==> src/rtl/cmp_pkg.sv <==
// Shared types and helpers for the sequential magnitude comparator:
// FSM states, one-hot result encoding and the cascade-input priority decode.
package cmp_pkg;

  typedef enum logic [1:0] {
    IDLE,
    SCAN,
    DONE
  } state_t;

  // One-hot {big, equal, small}; RES_NONE is driven whenever no result is valid.
  typedef enum logic [2:0] {
    RES_NONE = 3'b000,
    BIG      = 3'b100,
    EQUAL    = 3'b010,
    SMALL    = 3'b001
  } res_t;

  typedef struct packed {
    logic decided;
    res_t res;
  } cascade_t;

  // Upstream big wins over equal, equal wins over small; all-zero behaves as equal-in.
  function automatic cascade_t cascade_decode(input logic fi_big,
                                              input logic fi_equal,
                                              input logic fi_small);
    cascade_t c;
    c.decided = 1'b0;
    c.res     = RES_NONE;
    if (fi_big) begin
      c.decided = 1'b1;
      c.res     = BIG;
    end else if (!fi_equal && fi_small) begin
      c.decided = 1'b1;
      c.res     = SMALL;
    end
    return c;
  endfunction

endpackage

==> src/rtl/cmp_digit.sv <==
// Combinational unsigned compare of one DIGIT-wide slice.
module cmp_digit #(
  parameter int DIGIT = 4
) (
  input  logic [DIGIT-1:0] x,
  input  logic [DIGIT-1:0] y,
  output logic             gt,
  output logic             lt
);

  assign gt = (x > y);
  assign lt = (x < y);

endmodule

==> src/rtl/seq_mag_cmp.sv <==
// Multi-cycle MSB-first magnitude comparator, DIGIT bits per cycle, with
// cascade inputs, signed mode and valid/ready handshakes on both sides.
module seq_mag_cmp
  import cmp_pkg::*;
#(
  parameter int WIDTH      = 32,
  parameter int DIGIT      = 4,
  parameter int EARLY_EXIT = 1
) (
  input  logic             clk,
  input  logic             rst,
  input  logic             in_valid,
  output logic             in_ready,
  input  logic [WIDTH-1:0] a,
  input  logic [WIDTH-1:0] b,
  input  logic             signed_mode,
  input  logic             fi_big,
  input  logic             fi_equal,
  input  logic             fi_small,
  output logic             out_valid,
  input  logic             out_ready,
  output logic             fo_big,
  output logic             fo_equal,
  output logic             fo_small,
  output logic             busy
);

  localparam int NDIG = WIDTH / DIGIT;
  localparam int CW   = (NDIG > 1) ? $clog2(NDIG) : 1;

  state_t           state;
  logic [CW-1:0]    cnt;
  logic [WIDTH-1:0] sa;
  logic [WIDTH-1:0] sb;
  res_t             first_res;
  res_t             fo;
  logic             found;
  logic             decided;
  logic             dgt;
  logic             dlt;
  logic             differs;
  logic             last;
  res_t             digit_res;
  logic             fin;
  res_t             fin_res;
  cascade_t         casc;
  logic [WIDTH-1:0] msb_flip;

  cmp_digit #(.DIGIT(DIGIT)) u_digit (
    .x  (sa[WIDTH-1 -: DIGIT]),
    .y  (sb[WIDTH-1 -: DIGIT]),
    .gt (dgt),
    .lt (dlt)
  );

  assign casc      = cascade_decode(fi_big, fi_equal, fi_small);
  assign msb_flip  = {signed_mode, {(WIDTH-1){1'b0}}};
  assign differs   = dgt | dlt;
  assign last      = (cnt == CW'(NDIG - 1));
  assign digit_res = dgt ? BIG : (dlt ? SMALL : EQUAL);

  // A cascade-decided request still spends one SCAN cycle so its latency is one edge.
  always_comb begin
    fin     = 1'b0;
    fin_res = first_res;
    if (decided) begin
      fin = 1'b1;
    end else if ((EARLY_EXIT != 0) && differs) begin
      fin     = 1'b1;
      fin_res = digit_res;
    end else if (last) begin
      fin     = 1'b1;
      fin_res = found ? first_res : digit_res;
    end
  end

  always_ff @(posedge clk) begin
    if (rst) begin
      state     <= IDLE;
      out_valid <= 1'b0;
      fo        <= RES_NONE;
      cnt       <= '0;
      found     <= 1'b0;
      decided   <= 1'b0;
      first_res <= RES_NONE;
    end else begin
      case (state)
        IDLE: begin
          if (in_valid) begin
            // Flipping the MSB maps two's-complement order onto unsigned order.
            sa        <= a ^ msb_flip;
            sb        <= b ^ msb_flip;
            decided   <= casc.decided;
            first_res <= casc.res;
            found     <= 1'b0;
            cnt       <= '0;
            state     <= SCAN;
          end
        end
        SCAN: begin
          if (fin) begin
            state     <= DONE;
            out_valid <= 1'b1;
            fo        <= fin_res;
            cnt       <= '0;
          end else begin
            if (!found && differs) begin
              found     <= 1'b1;
              first_res <= digit_res;
            end
            sa  <= sa << DIGIT;
            sb  <= sb << DIGIT;
            cnt <= cnt + CW'(1);
          end
        end
        DONE: begin
          if (out_ready) begin
            state     <= IDLE;
            out_valid <= 1'b0;
            fo        <= RES_NONE;
          end
        end
        default: state <= IDLE;
      endcase
    end
  end

  assign in_ready = (state == IDLE) & ~rst;
  assign busy     = (state != IDLE);
  assign fo_big   = fo[2];
  assign fo_equal = fo[1];
  assign fo_small = fo[0];

endmodule

==> config.mk <==
export PLATFORM = sky130hd
export DESIGN_NAME = seq_mag_cmp
export DESIGN_NICKNAME = d
export VERILOG_FILES = /design/src/rtl/cmp_pkg.sv /design/src/rtl/cmp_digit.sv /design/src/rtl/seq_mag_cmp.sv
export SDC_FILE = /design/constraint.sdc
export NUM_CORES = 1
export LEC_CHECK = 0
export CAP_MARGIN = 20
export CORE_ASPECT_RATIO = 1.4
export CORE_MARGIN = 4
export CORE_UTILIZATION = 54
export CTS_CLUSTER_DIAMETER = 200
export DETAILED_ROUTE_END_ITERATION = 12
export PLACE_DENSITY = 0.95
export RECOVER_POWER = 50
export REMOVE_ABC_BUFFERS = 1
export SLEW_MARGIN = 10
export SYNTH_ARGS = -nofsm -noshare
export SYNTH_HDL_FRONTEND = slang
export SYNTH_SLANG_ARGS = --single-unit
export TNS_END_PERCENT = 30
==> constraint.sdc <==
create_clock -name clk -period 17.3 [get_ports clk]
set_input_delay 2.595 -clock clk [delete_from_list [all_inputs] [get_ports clk]]
set_output_delay 2.595 -clock clk [all_outputs]
set_load 0.01 [all_outputs]
==> results of run 1 <==
## power groups by stage
stage               clock [W]  sequential [W]  combinational [W]
global placement            0        0.000236          0.0000698
detailed placement          0        0.000237          0.0000737
global route         0.000129        0.000234          0.0000797
CTS                  0.000121        0.000232          0.0000742
finish               0.000117        0.000232          0.0000710
floorplan                   0        0.000237          0.0000414
## registers in the layout, summed over array words and instances, names as in the netlist
signal / flops
sa: 32
sb: 32
cnt: 3
first_res: 3
fo: 3
state: 2
decided: 1
found: 1
out_valid: 1
## worst paths after layout
check / end / slack, ns / from
worst min-delay path: found / 0.46 / found
worst min register to register: found / 0.46 / found
worst max register to register: sa[22] / 14.74 / sa[31]
worst max-delay path: in_ready / 10.61 / rst
## routing by layer
layer / GRT usage / vias up
li1: - / 1277
met1: 0.195 / 1198
met2: 0.316 / 95
met3: 0.0472 / 11
met4: 0.0942 / 0
met5: 0 / -
## synthesized netlist by cell type (2+ instances only)
master	number	area share
a21o_1	2	0.0044
a21oi_1	8	0.012
a22oi_1	2	0.0044
and2_1	11	0.020
buf_2	3	0.0044
clkbuf_1	11	0.012
dfxtp_1	14	0.082
edfxtp_1	64	0.56
ha_1	6	0.022
inv_1	5	0.0055
nand2_1	169	0.19
nand2b_1	2	0.0037
nand3_1	4	0.0058
nor2_1	12	0.013
nor2b_1	2	0.0037
nor3_1	5	0.0073
o21ai_0	4	0.0058
xnor2_1	2	0.0051
## final cells by class
| type | instances | area, µm² | share of cell area |
|---|---|---|---|
| multi-input combinational | 242 | 1140 | 0.258 |
| clock buffer | 9 | 124 | 0.0279 |
| inverter | 5 | 18.8 | 0.00423 |
| timing repair buffer | 80 | 806 | 0.182 |
| clock inverter | 7 | 50.0 | 0.0113 |
| tap | 72 | 90.1 | 0.0203 |
| sequential | 78 | 2200 | 0.496 |
## cells by family (layout without fill, tap and decap cells)
family,count (synthesis),count (layout)
AOI/OAI and AO/OA,23,23
and+or+nand+nor,211,211
xor gates and xnor gates,2,2
DFF,78,78
adders and majority gates,6,6
buffers and inverters,21,101
## through the flow
step	cell area, µm²	hold slack (ns)	setup WS, ns	std cells	utilization
after floorplan	3360	0.420	9.67	325	-
after global placement	4250	0.434	10.71	476	0.684
after detailed placement	4250	0.445	10.65	476	0.684
after CTS	4420	0.466	10.64	492	0.712
after global routing	4440	0.495	10.48	493	0.714
final	4440	0.465	10.61	493	0.714
## critical path, delay by kind of cell
family                 cells  cell delay [ns]
AND/OR/NAND/NOR            1             0.11
buffers and inverters      2             1.39
==> impl_metrics.yaml, run 1 <==
outcome:
  status: "completed"
synth:
  synth_cell_types: 33
  synth_adder_area_share: 0.0219
  synth-xor-area-share: 0.00511
  synth_top_family_by_area: "simple AND/OR/NAND/NOR gates"
  netlist_area_um2: 3430
  ys_warn_count: 0
  yosys_register_bits: 78
  synthArstFlopShare: 0
  netlist_instances: 341
  yosys.area_share.simple: 0.254
  synth_compound_area_frac: 0.0504
  synth_ff_type: "edfxtp_1"
  ys_seq_area_frac: 0.643
  syn_avg_cell_area_um2: 10.0
  synthMuxAreaShare: 0
  synth-edff-count: 64
routing:
  wl_per_cell_um: 13.6
  met1Wirelength_um: 2700
  drt-vias-per-instance: 5.24
  wl_met3_um: 425
  vias: 2581
  drtAntennaViolNets: 0
  top_layer_used: "met4"
  finalWirelength_um: 6680
  drcViolationCount: 0
  drt_iter0_markers: 197
  dr_wl_met2_um: 3440
  first_pass_iters: 5
clock_tree:
  post_cts_buffers: 0
  clock-sinks: 78
  cts_buffers: 9
  cts_tree: "yes"
  clkLatencyLatePin_ns: 0.34
  htreeDepth: 3
  cts_resized: 0
  root_buffer: "clkbuf_8"
  path_clk_slew_ns: 0.08
  clk_path_buf_depth: 2
  cts_hold_buf: 0
cells_and_area:
  drive_gt1_frac: 0.0641
  area_delta_synth_final_pct: 29.4
  insertedDiodeCount: 0
  final_cell_mix: "nand2_1 (169), edfxtp_1 (64), dlygate4sd3_1 (63), dfxtp_1 (14), clkdlybuf4s50_1 (14)"
  fin_nets: 494
  layout_commonest_cell: "nand2_1"
  nFillCells: 448
timing:
  grt_setup_unrepaired: "false"
  setup_viol: 0
  final.min_clock_period_ns: 6.69
  worstMarginPinSlew_ns: 0.798
  slew_viol_final: 0
  setup_tns_ns: 0
  finalHoldViolations: 0
  fin_skew_ns: 0.0101
  fin_crit_sh: 0.387
  relSlewSlack: 0.468
  fmax_mhz: 149
floorplan:
  row_count: 34
  die_h_um: 102
  start_util: 0.552
  core-area_um2: 6210
  dieArea_um2: 7700
  dieWidth_um: 75.3
  io_pins: 78
power:
  power_w: 0.000421
  power_frac_comb: 0.169
  seq_power_share: 0.552
  power.density_nw_per_um2: 94.8
  vdd_drop_max_mv: 0.0500
  p_switching_w: 0.000111
  clockPowerShare: 0.279
  intPower_w: 0.000310
  swShare: 0.264
  p_leak_nw: 1.83
setup_path:
  cp_data_required_time_ns: 14.70
  reg2reg_depth: 6
  crit_type: "input port to primary output"
  crit_fanout: 15
  worstPathCellList: "dlygate4sd3_1 > nor2_1 > clkdlybuf4s50_1"
  cpPeakStageDelay_ns: 0.89
  crit_arrival_ns: 4.10
  end_kind: "primary output"
  start_kind: "input port"
  cp_slowest_cell: "dlygate4sd3_1"
placement:
  place.gp.congestion: 0.841
  portBuffers: 77
  dp.final_hpwl_um: 4540
worst_hold_path:
  hold_class: "flip-flop to flip-flop"
  hold_depth: 1
global_route:
  grt_pass1_wl_um: 10400
  grt_pass1_vias: 2514
  overflow: 0
  grt_util_all_layers: 0.181
  antenna_found_initial: 0
  grt_max_degree: 66
job:
  maxCapViolCount: 0
No activity file was read; power rests on OpenSTA's default activity.
==> inputs of run 2 (changes only) <==
--- a/config.mk
+++ b/config.mk
@@ -8,10 +8,10 @@
 export CAP_MARGIN = 20
 export CORE_ASPECT_RATIO = 1.4
 export CORE_MARGIN = 4
-export CORE_UTILIZATION = 54
+export CORE_UTILIZATION = 50
 export CTS_CLUSTER_DIAMETER = 200
 export DETAILED_ROUTE_END_ITERATION = 12
-export PLACE_DENSITY = 0.95
+export PLACE_DENSITY = 0.9
 export RECOVER_POWER = 50
 export REMOVE_ABC_BUFFERS = 1
 export SLEW_MARGIN = 10
==> constraint.sdc (replaced) <==
create_clock -name clk -period 6.8 [get_ports clk]
set_input_delay 1.02 -clock clk [delete_from_list [all_inputs] [get_ports clk]]
set_output_delay 1.02 -clock clk [all_outputs]
set_load 0.01 [all_outputs]
==> impl_metrics.yaml, run 2 (synthesized netlist as in run 1, its figures left out) <==
setup_path:
  reg2reg_from: "state[0]"
  crit_fanout: 64
  start_kind: "flip-flop"
  cp_data_required_time_ns: 6.80
  startpoint: "state[0]"
  crit_type: "flip-flop to flip-flop"
  crit_arrival_ns: 3.66
  end_kind: "flip-flop"
  r2r_setup_slack_ns: 3.14
timing:
  fin_ws_ns: 3.14
  finalHoldViolations: 0
  fmax_mhz: 273
  relSlewSlack: -0.640
  setup_tns_ns: 0
  fin_skew_ns: 0.0172
  final.min_clock_period_ns: 3.66
  slew_viol_final: 112
  fin_crit_sh: 0.538
  setup_viol: 0
  grt_setup_unrepaired: "false"
  worstMarginPinSlew_ns: 2.46
cells_and_area:
  top_regs: "sa: 32 flops, sb: 32 flops"
  insertedDiodeCount: 0
  post-route-util: 0.674
  layout_commonest_cell: "nand2_1"
  area_delta_synth_final_pct: 30.0
  drive_gt1_frac: 0.0523
  fin_nets: 494
  final_cell_mix: "nand2_1 (169), clkdlybuf4s50_1 (74), edfxtp_1 (64), dfxtp_1 (14), nor2_1 (12)"
global_route:
  overflow: 0
  grt_max_degree: 66
  antenna_found_initial: 0
  grt_util_all_layers: 0.169
  grt_pass1_vias: 2494
  grt_pass1_wl_um: 10800
power:
  vdd_drop_max_mv: 0.139
  p_leak_nw: 1.82
  power.density_nw_per_um2: 250
clock_tree:
  cts_tree: "yes"
  cts_hold_buf: 0
  clk_path_buf_depth: 2
  cts_resized: 0
  cts_buffers: 9
  htreeDepth: 3
  clock-sinks: 78
  root_buffer: "clkbuf_8"
  path_clk_slew_ns: 0.07
  post_cts_buffers: 0
  clkLatencyLatePin_ns: 0.35
job:
  maxCapViolCount: 2
routing:
  drtAntennaViolNets: 0
  vias: 2481
  drt-vias-per-instance: 4.84
  wl_per_cell_um: 13.0
  drt_iter0_markers: 142
  finalWirelength_um: 6680
  first_pass_iters: 4
  drcViolationCount: 0
placement:
  portBuffers: 77
  place.gp.congestion: 0.809
  dp.final_hpwl_um: 4470
  dpl_worst_slack_ns: 3.32
floorplan:
  core-area_um2: 6610
  row_count: 35
  dieWidth_um: 78.0
  die_h_um: 106
  dieArea_um2: 8260
  start_util: 0.518
  io_pins: 78
worst_hold_path:
  worstHoldStart: "found"
  hold_class: "flip-flop to flip-flop"
outcome:
  status: "complete, but fails checks"
  violations: "capacitance limit, slew limit"
-- run 2: cell types whose count changed in the layout (fill, tap and decap cells not counted), sizes merged --
| cell | delta |
|---|---|
| buf | -2 |
| clkbuf | +6 |
| clkdlybuf4s50 | +60 |
| clkinvlp | -3 |
| dlygate4sd3 | -60 |
| inv | -1 |
-- run 2: final timing paths --
kind / end / cells past startpoint
max: sa[22] / 5
min: found / 1
max reg2reg: sa[22] / 5
min reg2reg: found / 1
-- run 2: stage by stage --
stage          std cells  area [µm²]  hold slack (ns)  power (W)
6_report             513        4460            0.459    0.00111
5_1_grt              513        4460            0.484    0.00117
4_1_cts              512        4470            0.459    0.00112
3_5_place_dp         496        4270            0.437   0.000789
3_3_place_gp         496        4270            0.436   0.000778
2_1_floorplan        325        3360            0.420   0.000708
-- run 2: layer usage --
layer  vias up  global-route usage  wire, µm
met1      1112               0.188      2810
met2        75               0.289      3270
li1       1277                   -         -
met4         0              0.0738       173
met5         -                   0         0
met3        17              0.0610       427
-- run 2: worst max-delay path, cell delays in order (launching register included) --
cell and delay [ns]:
dfxtp_1 0.41, nor2b_1 0.17, clkbuf_1 1.75, and2_0 0.46, nor3_2 0.09, buf_4 0.39
-- run 2: final cells by class --
type | count | area [µm²]
Timing Repair Buffer | 80 | 786
Clock buffer | 13 | 181
Sequential cell | 78 | 2200
Clock inverter | 3 | 15.0
Fill cell | 510 | 2160
Tap cell | 92 | 115
Multi-Input combinational cell | 242 | 1140
Inverter | 5 | 18.8
-- run 2: report_power, final --
| group | internal (W) | switching, W |
|---|---|---|
| combinational | 0.0000844 | 0.000102 |
| clock | 0.000176 | 0.000160 |
| sequential | 0.000577 | 0.0000141 |
| total | 0.000837 | 0.000276 |
==> inputs of run 3 (changes only) <==
==> constraint.sdc (replaced) <==
create_clock -name clk -period 3.55 [get_ports clk]
set_input_delay 0.5325 -clock clk [delete_from_list [all_inputs] [get_ports clk]]
set_output_delay 0.5325 -clock clk [all_outputs]
set_load 0.01 [all_outputs]
==> impl_metrics.yaml, run 3 (synthesized netlist as in run 1, its figures left out) <==
placement:
  dp_cells: 496
  placed_area_um2: 4280
  dpl_worst_slack_ns: 1.09
  portBuffers: 77
  dp.final_hpwl_um: 4530
  place.gp.congestion: 0.840
power:
  swShare: 0.239
  power_frac_comb: 0.165
  p_switching_w: 0.000521
  intPower_w: 0.00166
  vdd_drop_max_mv: 0.321
  seq_power_share: 0.519
  clockPowerShare: 0.316
  power.density_nw_per_um2: 485
  p_leak_nw: 1.85
global_route:
  grt_pass1_vias: 2461
  overflow: 0
  grt_pass1_wl_um: 10900
  grt_util_all_layers: 0.168
  grt_max_degree: 66
  antenna_found_initial: 0
timing:
  worstMarginPinSlew_ns: 1.20
  setup_viol: 0
  fmax_mhz: 383
  fin_crit_sh: 0.736
  relSlewSlack: 0.199
  fin_skew_ns: 0.00959
  final.min_clock_period_ns: 2.61
  finalHoldViolations: 0
  fin_ws_ns: 0.936
  slew_viol_final: 0
  hold_ws_ns: 0.455
  grt_setup_unrepaired: "false"
clock_tree:
  path_clk_slew_ns: 0.08
  htreeDepth: 3
  post_cts_buffers: 0
  cts_buffers: 9
  clk_path_buf_depth: 2
  cts_resized: 0
  clkLatencyLatePin_ns: 0.35
  root_buffer: "clkbuf_8"
  cts_tree: "yes"
  cts_hold_buf: 0
  clock-sinks: 78
routing:
  finalWirelength_um: 6760
  drt_iter0_markers: 203
  drcViolationCount: 0
  first_pass_iters: 4
  vias: 2542
  wl_per_cell_um: 13.2
  drt-vias-per-instance: 4.96
  drtAntennaViolNets: 0
cells_and_area:
  final_cell_mix: "nand2_1 (169), clkdlybuf4s50_1 (71), edfxtp_1 (64), dfxtp_1 (14), nor2_1 (12)"
  area_delta_synth_final_pct: 31.1
  layout_commonest_cell: "nand2_1"
  stdcell_area_um2: 4490
  top_regs: "sa: 32 flops, sb: 32 flops"
  nFillCells: 513
  drive_gt1_frac: 0.0523
  insertedDiodeCount: 0
  final_cells: 513
  fin_nets: 494
outcome:
  status: "completed"
job:
  maxCapViolCount: 0
setup_path:
  end_kind: "flip-flop"
  reg2reg_from: "sa[31]"
  startpoint: "sa[31]"
  cp_data_required_time_ns: 3.62
  crit_fanout: 64
  start_kind: "flip-flop"
  crit_arrival_ns: 2.68
  crit_type: "flip-flop to flip-flop"
worst_hold_path:
  hold_class: "flip-flop to flip-flop"
  worstHoldStart: "out_valid"
floorplan:
  row_count: 35
  io_pins: 78
  dieWidth_um: 78.0
  start_util: 0.518
  dieArea_um2: 8260
  die_h_um: 106
  core-area_um2: 6610
[run 3: changes by cell type in the layout (fill, tap and decap cells not counted), moves of 2 or more]
| cell | previous run | this run |
|---|---|---|
| and2_0 | 6 | 2 |
| and2_1 | 6 | 9 |
| bufinv_16 | 0 | 2 |
| clkbuf_1 | 4 | 2 |
| clkbuf_16 | 2 | 0 |
| clkdlybuf4s50_1 | 74 | 71 |
| clkinv_1 | 0 | 3 |
| clkinv_2 | 3 | 1 |
| dlygate4sd3_1 | 3 | 6 |
[run 3: critical path, stage by stage, from the launching register on]
cell and delay (ns):
edfxtp_1 0.39, ha_1 0.33, a21o_1 0.22, o311ai_0 0.77, and2_4 0.30, nor3_2 0.06, buf_12 0.24
[run 3: worst paths after layout]
check               to  slack [ns]  cells past startpoint
min          out_valid        0.45                      2
min reg2reg  out_valid        0.45                      2
max reg2reg     sa[28]        0.94                      6
max             sa[28]        0.94                      6
[run 3: metrics by stage]
step | util | total power [W] | setup TNS [ns]
after global placement | 0.648 | 0.00150 | 0
after detailed placement | 0.648 | 0.00152 | 0
final | 0.679 | 0.00218 | 0
after global routing | 0.679 | 0.00228 | 0
after CTS | 0.679 | 0.00220 | 0
after floorplan | - | 0.00136 | -170.34
[run 3: cell type report]
cell class	count	area, µm²	area share
inverters	5	18.8	0.00418
repair buffers	80	822	0.183
clock inverters	6	76.3	0.0170
multi-input cells	242	1130	0.252
clock buffers	10	128	0.0284
well taps	92	115	0.0256
flip-flops and latches	78	2200	0.490
[run 3: metal layers]
layer	wire length, µm	share of wire	vias up	track usage
met2	3450	0.51	87	0.287
met5	0	0	-	0
met4	194	0.029	0	0.0938
li1	-	-	1282	-
met3	427	0.063	17	0.0415
met1	2690	0.40	1156	0.190
[run 3: power by group through the flow]
stage	clock network, W	registers [W]	logic [W]
final	0.000688	0.00113	0.000361
after global routing	0.000742	0.00114	0.000405
after CTS	0.000703	0.00113	0.000366
after detailed placement	0	0.00115	0.000363
after global placement	0	0.00115	0.000348
after floorplan	0	0.00115	0.000202
